==> config.mk <==
export PLATFORM = sky130hd
export DESIGN_NAME = coder_seq
export DESIGN_NICKNAME = d
export VERILOG_FILES = /design/src/rtl/kyber_coder_pkg.sv /design/src/rtl/coder_step_rom.sv /design/src/rtl/coder_seq.sv
export SDC_FILE = /design/constraint.sdc
export NUM_CORES = 1
export LEC_CHECK = 0
export CAP_MARGIN = 20
export CORE_MARGIN = 2
export CORE_UTILIZATION = 56
export CTS_BUF_LIST = sky130_fd_sc_hd__clkbuf_16
export DETAILED_ROUTE_END_ITERATION = 6
export PLACE_DENSITY = 0.83
export RECOVER_POWER = 25
export SYNTH_ARGS = -nofsm -noshare
export SYNTH_HDL_FRONTEND = slang
export SYNTH_HIERARCHICAL = 1
export SYNTH_SLANG_ARGS = --single-unit
==> constraint.sdc <==
create_clock -name clk -period 4 [get_ports clk]
set_input_delay 0.8 -clock clk [delete_from_list [all_inputs] [get_ports clk]]
set_output_delay 0.8 -clock clk [all_outputs]
set_load 0.005 [all_outputs]
==> src/rtl/kyber_coder_pkg.sv <==
// Shared definitions for the Kyber coder sequencer: coder modes, request ops,
// FSM states and per-mode working-cycle budgets.
package kyber_coder_pkg;

  typedef enum logic [3:0] {
    MODE_WAIT   = 4'd0,
    MODE_ENC_SK = 4'd1,
    MODE_ENC_PK = 4'd2,
    MODE_DEC_PK = 4'd3,
    MODE_DEC_M  = 4'd4,
    MODE_ENC_CT = 4'd5,
    MODE_DEC_SK = 4'd6,
    MODE_DEC_CT = 4'd7,
    MODE_ENC_M  = 4'd8
  } coder_mode_e;

  typedef enum logic [2:0] {
    OP_KEYGEN_OUT = 3'd0,
    OP_ENC_IN     = 3'd1,
    OP_ENC_OUT    = 3'd2,
    OP_DEC_IN     = 3'd3,
    OP_DEC_OUT    = 3'd4
  } req_op_e;

  typedef enum logic [2:0] {
    S_IDLE  = 3'd0,
    S_LOAD  = 3'd1,
    S_ISSUE = 3'd2,
    S_RUN   = 3'd3,
    S_DONE  = 3'd4
  } seq_state_e;

  localparam logic [6:0] W_FULL = 7'd64;
  localparam logic [6:0] W_MSG  = 7'd33;
  localparam logic [6:0] W_CT   = 7'd97;

  function automatic logic [6:0] mode_work_cycles(input logic [3:0] mode);
    logic [6:0] w;
    case (mode)
      MODE_ENC_SK, MODE_ENC_PK, MODE_DEC_PK, MODE_DEC_SK: w = W_FULL;
      MODE_DEC_M, MODE_ENC_M:                             w = W_MSG;
      MODE_ENC_CT, MODE_DEC_CT:                           w = W_CT;
      default:                                            w = 7'd0;
    endcase
    return w;
  endfunction

  function automatic logic op_is_legal(input logic [2:0] op);
    return (op <= 3'd4);
  endfunction

endpackage

==> src/rtl/coder_step_rom.sv <==
// Step lists per high-level op: which load precedes the first mode, the mode
// for each step index, and whether that step is the final one.
module coder_step_rom
  import kyber_coder_pkg::*;
(
  input  logic [2:0] i_op,
  input  logic [1:0] i_step,
  output logic       o_has_load,
  output logic       o_load_is_dec,
  output logic [3:0] o_mode,
  output logic       o_is_last
);

  // Table lookup; unused step slots decode to WAIT and terminate the op.
  always_comb begin
    o_has_load    = 1'b0;
    o_load_is_dec = 1'b0;
    o_mode        = MODE_WAIT;
    o_is_last     = 1'b1;
    case (i_op)
      OP_KEYGEN_OUT: begin
        o_mode    = (i_step == 2'd0) ? MODE_ENC_SK : MODE_ENC_PK;
        o_is_last = (i_step != 2'd0);
      end
      OP_ENC_IN: begin
        o_has_load = 1'b1;
        o_mode     = (i_step == 2'd0) ? MODE_DEC_PK : MODE_DEC_M;
        o_is_last  = (i_step != 2'd0);
      end
      OP_ENC_OUT: begin
        o_mode = MODE_ENC_CT;
      end
      OP_DEC_IN: begin
        o_has_load    = 1'b1;
        o_load_is_dec = 1'b1;
        o_mode        = (i_step == 2'd0) ? MODE_DEC_SK : MODE_DEC_CT;
        o_is_last     = (i_step != 2'd0);
      end
      OP_DEC_OUT: begin
        o_mode = MODE_ENC_M;
      end
      default: begin
        o_mode = MODE_WAIT;
      end
    endcase
  end

endmodule

==> src/rtl/coder_seq.sv <==
// Sequences the coder for one high-level op: optional input load, then each
// mode's start pulse followed by its fixed working-cycle budget.
module coder_seq
  import kyber_coder_pkg::*;
(
  input  logic       clk,
  input  logic       rst,
  input  logic       req_valid,
  input  logic [2:0] req_op,
  output logic       req_ready,
  input  logic       abort,
  output logic       coder_active,
  output logic [3:0] coder_mode,
  output logic       load_enc,
  output logic       load_dec,
  output logic       coder_ram_sel,
  output logic       busy,
  output logic       done,
  output logic       err
);

  seq_state_e r_state;
  seq_state_e w_next_state;
  logic [2:0] r_op;
  logic [1:0] r_step;
  logic [6:0] r_cnt;
  logic       r_abort;

  logic [2:0] w_rom_op;
  logic       w_has_load;
  logic       w_load_is_dec;
  logic [3:0] w_mode;
  logic       w_is_last;
  logic       w_abort;
  logic       w_run_end;

  // In IDLE the incoming op is decoded so the first transition can pick LOAD or ISSUE.
  assign w_rom_op  = (r_state == S_IDLE) ? req_op : r_op;
  assign w_abort   = r_abort | abort;
  assign w_run_end = (r_cnt <= 7'd1);

  coder_step_rom u_rom (
    .i_op          (w_rom_op),
    .i_step        (r_step),
    .o_has_load    (w_has_load),
    .o_load_is_dec (w_load_is_dec),
    .o_mode        (w_mode),
    .o_is_last     (w_is_last)
  );

  // State register
  always_ff @(posedge clk or posedge rst) begin
    if (rst) begin
      r_state <= S_IDLE;
    end else begin
      r_state <= w_next_state;
    end
  end

  // Next-state logic
  always_comb begin
    w_next_state = r_state;
    case (r_state)
      S_IDLE: begin
        if (!req_valid)              w_next_state = S_IDLE;
        else if (!op_is_legal(req_op)) w_next_state = S_DONE;
        else if (w_has_load)         w_next_state = S_LOAD;
        else                         w_next_state = S_ISSUE;
      end
      S_LOAD:  w_next_state = w_abort ? S_DONE : S_ISSUE;
      S_ISSUE: w_next_state = S_RUN;
      S_RUN: begin
        if (!w_run_end)                  w_next_state = S_RUN;
        else if (w_abort || w_is_last)   w_next_state = S_DONE;
        else                             w_next_state = S_ISSUE;
      end
      S_DONE:  w_next_state = S_IDLE;
      default: w_next_state = S_IDLE;
    endcase
  end

  // Op latch, step index, working-cycle counter and sticky abort
  always_ff @(posedge clk or posedge rst) begin
    if (rst) begin
      r_op    <= 3'd0;
      r_step  <= 2'd0;
      r_cnt   <= 7'd0;
      r_abort <= 1'b0;
    end else begin
      case (r_state)
        S_IDLE: begin
          if (req_valid) r_op <= req_op;
          r_step  <= 2'd0;
          r_abort <= 1'b0;
        end
        S_LOAD: r_abort <= w_abort;
        S_ISSUE: begin
          r_cnt   <= mode_work_cycles(w_mode);
          r_abort <= w_abort;
        end
        S_RUN: begin
          r_cnt   <= r_cnt - 7'd1;
          r_abort <= w_abort;
          if (w_run_end && !w_is_last) r_step <= r_step + 2'd1;
        end
        S_DONE:  r_abort <= 1'b0;
        default: r_abort <= 1'b0;
      endcase
    end
  end

  // Output decode from registered state only
  always_comb begin
    req_ready     = 1'b0;
    coder_active  = 1'b0;
    coder_mode    = 4'd0;
    load_enc      = 1'b0;
    load_dec      = 1'b0;
    coder_ram_sel = 1'b0;
    busy          = 1'b1;
    done          = 1'b0;
    err           = 1'b0;
    case (r_state)
      S_IDLE: begin
        req_ready = 1'b1;
        busy      = 1'b0;
      end
      S_LOAD: begin
        load_enc = ~w_load_is_dec;
        load_dec = w_load_is_dec;
      end
      S_ISSUE: begin
        coder_active  = 1'b1;
        coder_mode    = w_mode;
        coder_ram_sel = 1'b1;
      end
      S_RUN: begin
        coder_mode    = w_mode;
        coder_ram_sel = 1'b1;
      end
      S_DONE: begin
        done = 1'b1;
        err  = r_abort | ~op_is_legal(r_op);
      end
      default: busy = 1'b0;
    endcase
  end

endmodule

==> flow_metrics.env, run 1 <==
export IMPL_outcome="finished, final reports clean"
export IMPL_drt_iter0_drc=43
export IMPL_clock_path_buffers=2
export IMPL_synthMuxAreaShare_pct=7.97
export IMPL_p_switching_uw=67.2
export IMPL_synthAdderAreaFrac_pct=2.15
export IMPL_antenna_found_initial=0
export IMPL_clock_sinks=16
export IMPL_synth_cell_types=41
export IMPL_synth_area_mm2=0.00116
export IMPL_hold_viol=0
export IMPL_final_max_slew_viol_count=0
export IMPL_core_rowCount=16
export IMPL_internal_power_uw=300
export IMPL_synth_avg_cell_area_um2=8.81
export IMPL_area_growth_pct=22.2
export IMPL_power_frac_clock_pct=53.0
export IMPL_peakVddDrop_v=0.000253
export IMPL_ys_seq_elements=16
export IMPL_fin_util_pct=72.4
export IMPL_antennaDiodeCount=0
export IMPL_final_cell_mix="16 x clkdlybuf4s50_1, 16 x dfrtp_1, 15 x o21ai_0, 11 x nor2_1, 9 x nand2_1"
export IMPL_synth_top_family_by_area="simple AND/OR/NAND/NOR gates"
export IMPL_cap_viol_max_count=0
export IMPL_postCtsSetupRepairBufs=0
export IMPL_grtUsageTotal_pct=24.3
export IMPL_power_leakage_nw=0.593
export IMPL_combPwrFrac_pct=2.8
export IMPL_clk_pin_slew_ns=0.05
export IMPL_avgViaCountPerCell=6.02
export IMPL_syn_num_nets=141
export IMPL_grt_max_degree=17
export IMPL_worstMarginPinSlew_ns=0.615
export IMPL_grt_pass1_vias=987
export IMPL_setup_tns_ns=0
export IMPL_pin_count=19
export IMPL_drc=0
export IMPL_min_period_ns=3.57
export IMPL_rsz0062_at_grt="no"
export IMPL_cts_buffers=3
export IMPL_seq_area_frac_synth_pct=34.4
export IMPL_synthCells=132
export IMPL_start_kind="input pin"
export IMPL_fp_dieArea_mm2=0.00246
export IMPL_yosysTopAreaCell="dfrtp_1"
export IMPL_cp_arrival_ns=2.77
export IMPL_grt_overflow_total=0
export IMPL_maxSlewHeadroom_pct=58.9
export IMPL_dr_pass1_iters=4
export IMPL_ant_nets=0
export IMPL_routed_wl_um=2780
export IMPL_tritoncts="built"
export IMPL_synth_area_leaders="dfrtp_1 34%, o21ai_0 6.5%, mux2_2 5.8%, buf_6 3.9%, nor2_1 3.6%"
export IMPL_gp_congestion=0.860
export IMPL_die_h_um=49.6
export IMPL_max_freq_mhz=280
export IMPL_power_density_mw_per_mm2=258
export IMPL_path_class="in -> out"
export IMPL_dr_total_vias=1072
export IMPL_h_tree_depth=1
export IMPL_fillers=153
export IMPL_wl_per_cell_um=15.6
export IMPL_cts_root_buf="clkbuf_16"
export IMPL_crit_path_end_kind="output port"
export IMPL_fin_skew_ns=0.00209
export IMPL_post_route_cells_drive_above_1_share_pct=12.6
export IMPL_synth_top_area_share_pct=34.4
export IMPL_die_width_um=49.6
export IMPL_nNetsFinal=161
export IMPL_switching_share_pct=18.3
export IMPL_async_flop_share_pct=100
export IMPL_clk_latency_ns=0.24
export IMPL_core_area_mm2=0.00196
export IMPL_postCtsHoldBufs=0
export IMPL_hpwl_um=1980
export IMPL_cp_data_required_time_ns=3.20
export IMPL_synth_xor_area_share_pct=0.753
export IMPL_yosys_area_share_simple_pct=25.9
export IMPL_synth_edf_count=0
export IMPL_start_util_pct=59.2
export IMPL_ys_warnings_count=6
export IMPL_grt_pass1_wl_um=4610
export IMPL_portBuffers=18
export IMPL_hold_path_class="reg -> reg"
export IMPL_power_share_sequential_pct=44.2
export IMPL_synth_compound_area_share_pct=21.2
export IMPL_fin_crit_sh_pct=89.3
export IMPL_finalSetupViolCount=0
export IMPL_path_max_fanout=6
export IMPL_synth_ff_type="dfrtp_1"
export IMPL_ctsResizeCount=0
==> path summary, 6_finish.rpt <==
check,start,endpoint,slack [ns],depth (start not counted)
hold reg to reg,r_cnt[4],r_cnt[4],0.50,1
setup / recovery,req_op[0],coder_mode[0],0.43,6
setup reg to reg,r_state[1],r_cnt[5],1.22,9
hold / removal,r_cnt[4],r_cnt[4],0.50,1
max in group asynchronous,rst,r_cnt[0],2.54,2
min in group asynchronous,rst,r_abort,1.07,2
==> worst max-delay path, stage by stage <==
cell and delay (ns):
clkdlybuf4s50_1 0.44, mux2_2 0.33, and4bb_1 0.21, nor3_1 0.29, and2_1 0.19, clkdlybuf4s50_1 0.51
==> sequential cells by signal (all words and copies together) (netlist names) <==
name / flops
r_abort: 1
r_op: 3
r_state: 3
r_cnt: 7
r_step: 2
==> power groups by stage <==
stage | sequential [mW] | clock [mW] | combinational, mW
6_report | 0.162 | 0.194 | 0.0104
5_1_grt | 0.162 | 0.206 | 0.0113
4_1_cts | 0.162 | 0.195 | 0.0109
3_5_place_dp | 0.165 | 0 | 0.0109
3_3_place_gp | 0.165 | 0 | 0.0107
2_1_floorplan | 0.165 | 0 | 0.00301
==> stage by stage <==
| stage | setup slack [ns] | power (mW) | hold WS (ns) | area (um^2) | std cells |
|---|---|---|---|---|---|
| 2_1_floorplan | 1.13 | 0.168 | 0.461 | 1160 | 132 |
| 6_report | 0.427 | 0.367 | 0.502 | 1420 | 178 |
| 3_5_place_dp | 0.430 | 0.176 | 0.498 | 1340 | 174 |
| 5_1_grt | 0.286 | 0.379 | 0.558 | 1420 | 178 |
| 4_1_cts | 0.429 | 0.368 | 0.506 | 1420 | 178 |
| 3_3_place_gp | 0.537 | 0.176 | 0.479 | 1340 | 174 |
==> layer usage <==
metal	vias up	part of all wire [%]	track usage, %
met5	-	0	0
met4	0	3.7	14.4
met3	10	7.2	5.76
met2	49	45	37.1
met1	499	44	31.1
li1	514	-	-
==> area by class of cell <==
cell class | count | area (um^2) | share of cell area (%)
multi-input cells | 101 | 674 | 47.5
well taps | 27 | 33.8 | 2.38
clock buffers | 3 | 75.1 | 5.29
flip-flops and latches | 16 | 400 | 28.2
clock inverters | 1 | 3.75 | 0.264
inverters | 10 | 37.5 | 2.64
repair buffers | 20 | 195 | 13.7
==> logic make-up (layout without fill, tap and decap cells) <==
group,after synthesis,after routing
AND/OR/NAND/NOR,52,52
AO/OA/AOI/OAI,38,38
flip-flops,16,16
buffers and inverters,15,34
multiplexers,8,8
adder cells (fa/ha/maj),2,2
XOR/XNOR,1,1
==> Yosys cell counts, types with 2 or more instances <==
master and count:
dfrtp_1 16, o21ai_0 15, nor2_1 11, nand2_1 9
inv_1 8, nor3_1 8, a21oi_1 7, and2_1 6
mux2_2 6, buf_6 4, nand2b_1 4, nor3b_1 3
o21a_1 3, ha_1 2, nand3b_1 2, o211ai_1 2
or4_1 2
(Power assumes the default switching activity.)
==> run 2: changes to the inputs <==
--- a/config.mk
+++ b/config.mk
@@ -8,9 +8,9 @@
 export CAP_MARGIN = 20
 export CORE_MARGIN = 2
 export CORE_UTILIZATION = 56
-export CTS_BUF_LIST = sky130_fd_sc_hd__clkbuf_16
+export CTS_BUF_LIST = sky130_fd_sc_hd__clkbuf_4 sky130_fd_sc_hd__clkbuf_8 sky130_fd_sc_hd__clkbuf_16
 export DETAILED_ROUTE_END_ITERATION = 6
-export PLACE_DENSITY = 0.83
+export PLACE_DENSITY = 0.81
 export RECOVER_POWER = 25
 export SYNTH_ARGS = -nofsm -noshare
 export SYNTH_HDL_FRONTEND = slang
==> run 2 against run 1 <==
  * Sequential power about the same
  * Power shrank 22%
  * Via count rose by 0.84%
  * Hold slack better by 0.029 ns
  * Sequential cell count did not move
  * Clock power down 41%
  * Combinational power about the same
  * Clock-buffer cell count is 1 higher
  * Critical path depth rose by 1
  * Critical path type is now reg -> out
  * Critical endpoint unchanged
  * Largest cell class unchanged
==> flow_metrics.env, run 2 (synthesized netlist as in run 1, its figures left out) <==
export IMPL_outcome="finished, final reports clean"
export IMPL_max_freq_mhz=273
export IMPL_grt_overflow_total=0
export IMPL_area_growth_pct=17.9
export IMPL_dr_total_vias=1081
export IMPL_die_h_um=49.6
export IMPL_hold_viol=0
export IMPL_cap_viol_max_count=0
export IMPL_hpwl_um=2000
export IMPL_largest_reg_flops=7
export IMPL_core_rowCount=16
export IMPL_finalSetupViolCount=0
export IMPL_crit_path_end_kind="output port"
export IMPL_grt_pass1_vias=1085
export IMPL_cts_buffers=3
export IMPL_nNetsFinal=160
export IMPL_setup_tns_ns=0
export IMPL_drc=0
export IMPL_largest_register="r_cnt"
export IMPL_pin_count=19
export IMPL_ctsResizeCount=0
export IMPL_portBuffers=18
export IMPL_rsz0062_at_grt="no"
export IMPL_cp_arrival_ns=2.87
export IMPL_peakVddDrop_v=0.000166
export IMPL_reg_top3="r_cnt: 7 flops, r_op: 3 flops, r_state: 3 flops"
export IMPL_fp_dieArea_mm2=0.00246
export IMPL_h_tree_depth=1
export IMPL_post_route_cells_drive_above_1_share_pct=12.7
export IMPL_path_class="reg -> out"
export IMPL_fin_skew_ns=0.00532
export IMPL_final_max_slew_viol_count=0
export IMPL_antennaDiodeCount=0
export IMPL_die_width_um=49.6
export IMPL_maxSlewHeadroom_pct=56.5
export IMPL_clk_latency_ns=0.30
export IMPL_fin_ws_ns=0.334
export IMPL_place_ws_ns=0.448
export IMPL_postCtsSetupRepairBufs=0
export IMPL_grt_pass1_wl_um=4970
export IMPL_antenna_found_initial=0
export IMPL_routed_wl_um=2860
export IMPL_reg2reg_slack_ns=1.15
export IMPL_hold_path_class="reg -> reg"
export IMPL_min_period_ns=3.67
export IMPL_start_kind="flip-flop"
export IMPL_clk_pin_slew_ns=0.10
export IMPL_clock_sinks=16
export IMPL_cp_data_required_time_ns=3.20
export IMPL_clock_path_buffers=2
export IMPL_final_cell_mix="16 x clkdlybuf4s50_1, 16 x dfrtp_1, 15 x o21ai_0, 11 x nor2_1, 9 x nand2_1"
export IMPL_ant_nets=0
export IMPL_core_area_mm2=0.00196
export IMPL_worstMarginPinSlew_ns=0.652
export IMPL_avgViaCountPerCell=6.11
export IMPL_cts_root_buf="clkbuf_4"
export IMPL_gp_congestion=0.819
export IMPL_finalPower_uw=286
export IMPL_power_density_mw_per_mm2=209
export IMPL_postCtsHoldBufs=0
export IMPL_start_util_pct=59.2
export IMPL_power_leakage_nw=0.571
export IMPL_fin_crit_sh_pct=91.6
export IMPL_drt_iter0_drc=21
export IMPL_wl_per_cell_um=16.1
export IMPL_grtUsageTotal_pct=26.4
export IMPL_path_max_fanout=13
export IMPL_dr_pass1_iters=4
export IMPL_grt_max_degree=17
export IMPL_tritoncts="built"
## run 2: path summary, 6_finish.rpt
check,startpoint,cells past startpoint,to
worst min-delay path,r_cnt[4],1,r_cnt[4]
worst max register to register,r_state[0],9,r_cnt[5]
min in group asynchronous,rst,2,r_cnt[6]
max in group asynchronous,rst,2,r_op[2]
worst max-delay path,r_state[0],7,coder_mode[0]
worst min register to register,r_cnt[4],1,r_cnt[4]
## run 2: stage by stage
stage	cell area [um^2]	utilization (%)	std cells	hold slack, ns
final	1370	69.8	177	0.531
after global routing	1370	69.8	177	0.554
after CTS	1370	69.8	177	0.522
after detailed placement	1330	68.0	173	0.502
after global placement	1330	68.0	173	0.479
after floorplan	1160	-	132	0.461
## run 2: layer usage
metal,share of wire [%],track usage [%],up-vias
li1,-,-,515
met1,44,31.8,527
met2,49,45.1,32
met3,4.3,4.85,7
met4,2.3,12.5,0
met5,0,0,-
## run 2: layout make-up
type	count	area (um^2)
repair buffers	19	188
inverters	10	37.5
fillers	174	592
clock buffers	4	36.3
multi-input cells	101	674
well taps	27	33.8
flip-flops and latches	16	400
## run 2: report_power, final
part | switching (mW) | leakage, nW | internal (mW)
Sequential | 0.0000000000000000196 | 0.195 | 0.162
Clock | 0.0581 | 0.0210 | 0.0556
Combinational | 0.00547 | 0.355 | 0.00502
Total | 0.0636 | 0.571 | 0.222
## run 2: critical path: stages (launching register included)
cell and delay, ns:
dfrtp_1 0.56, nor3_1 0.26, buf_4 0.18, mux2_2 0.38, and4bb_1 0.22, nor3_1 0.29, and2_1 0.19, clkdlybuf4s50_1 0.49
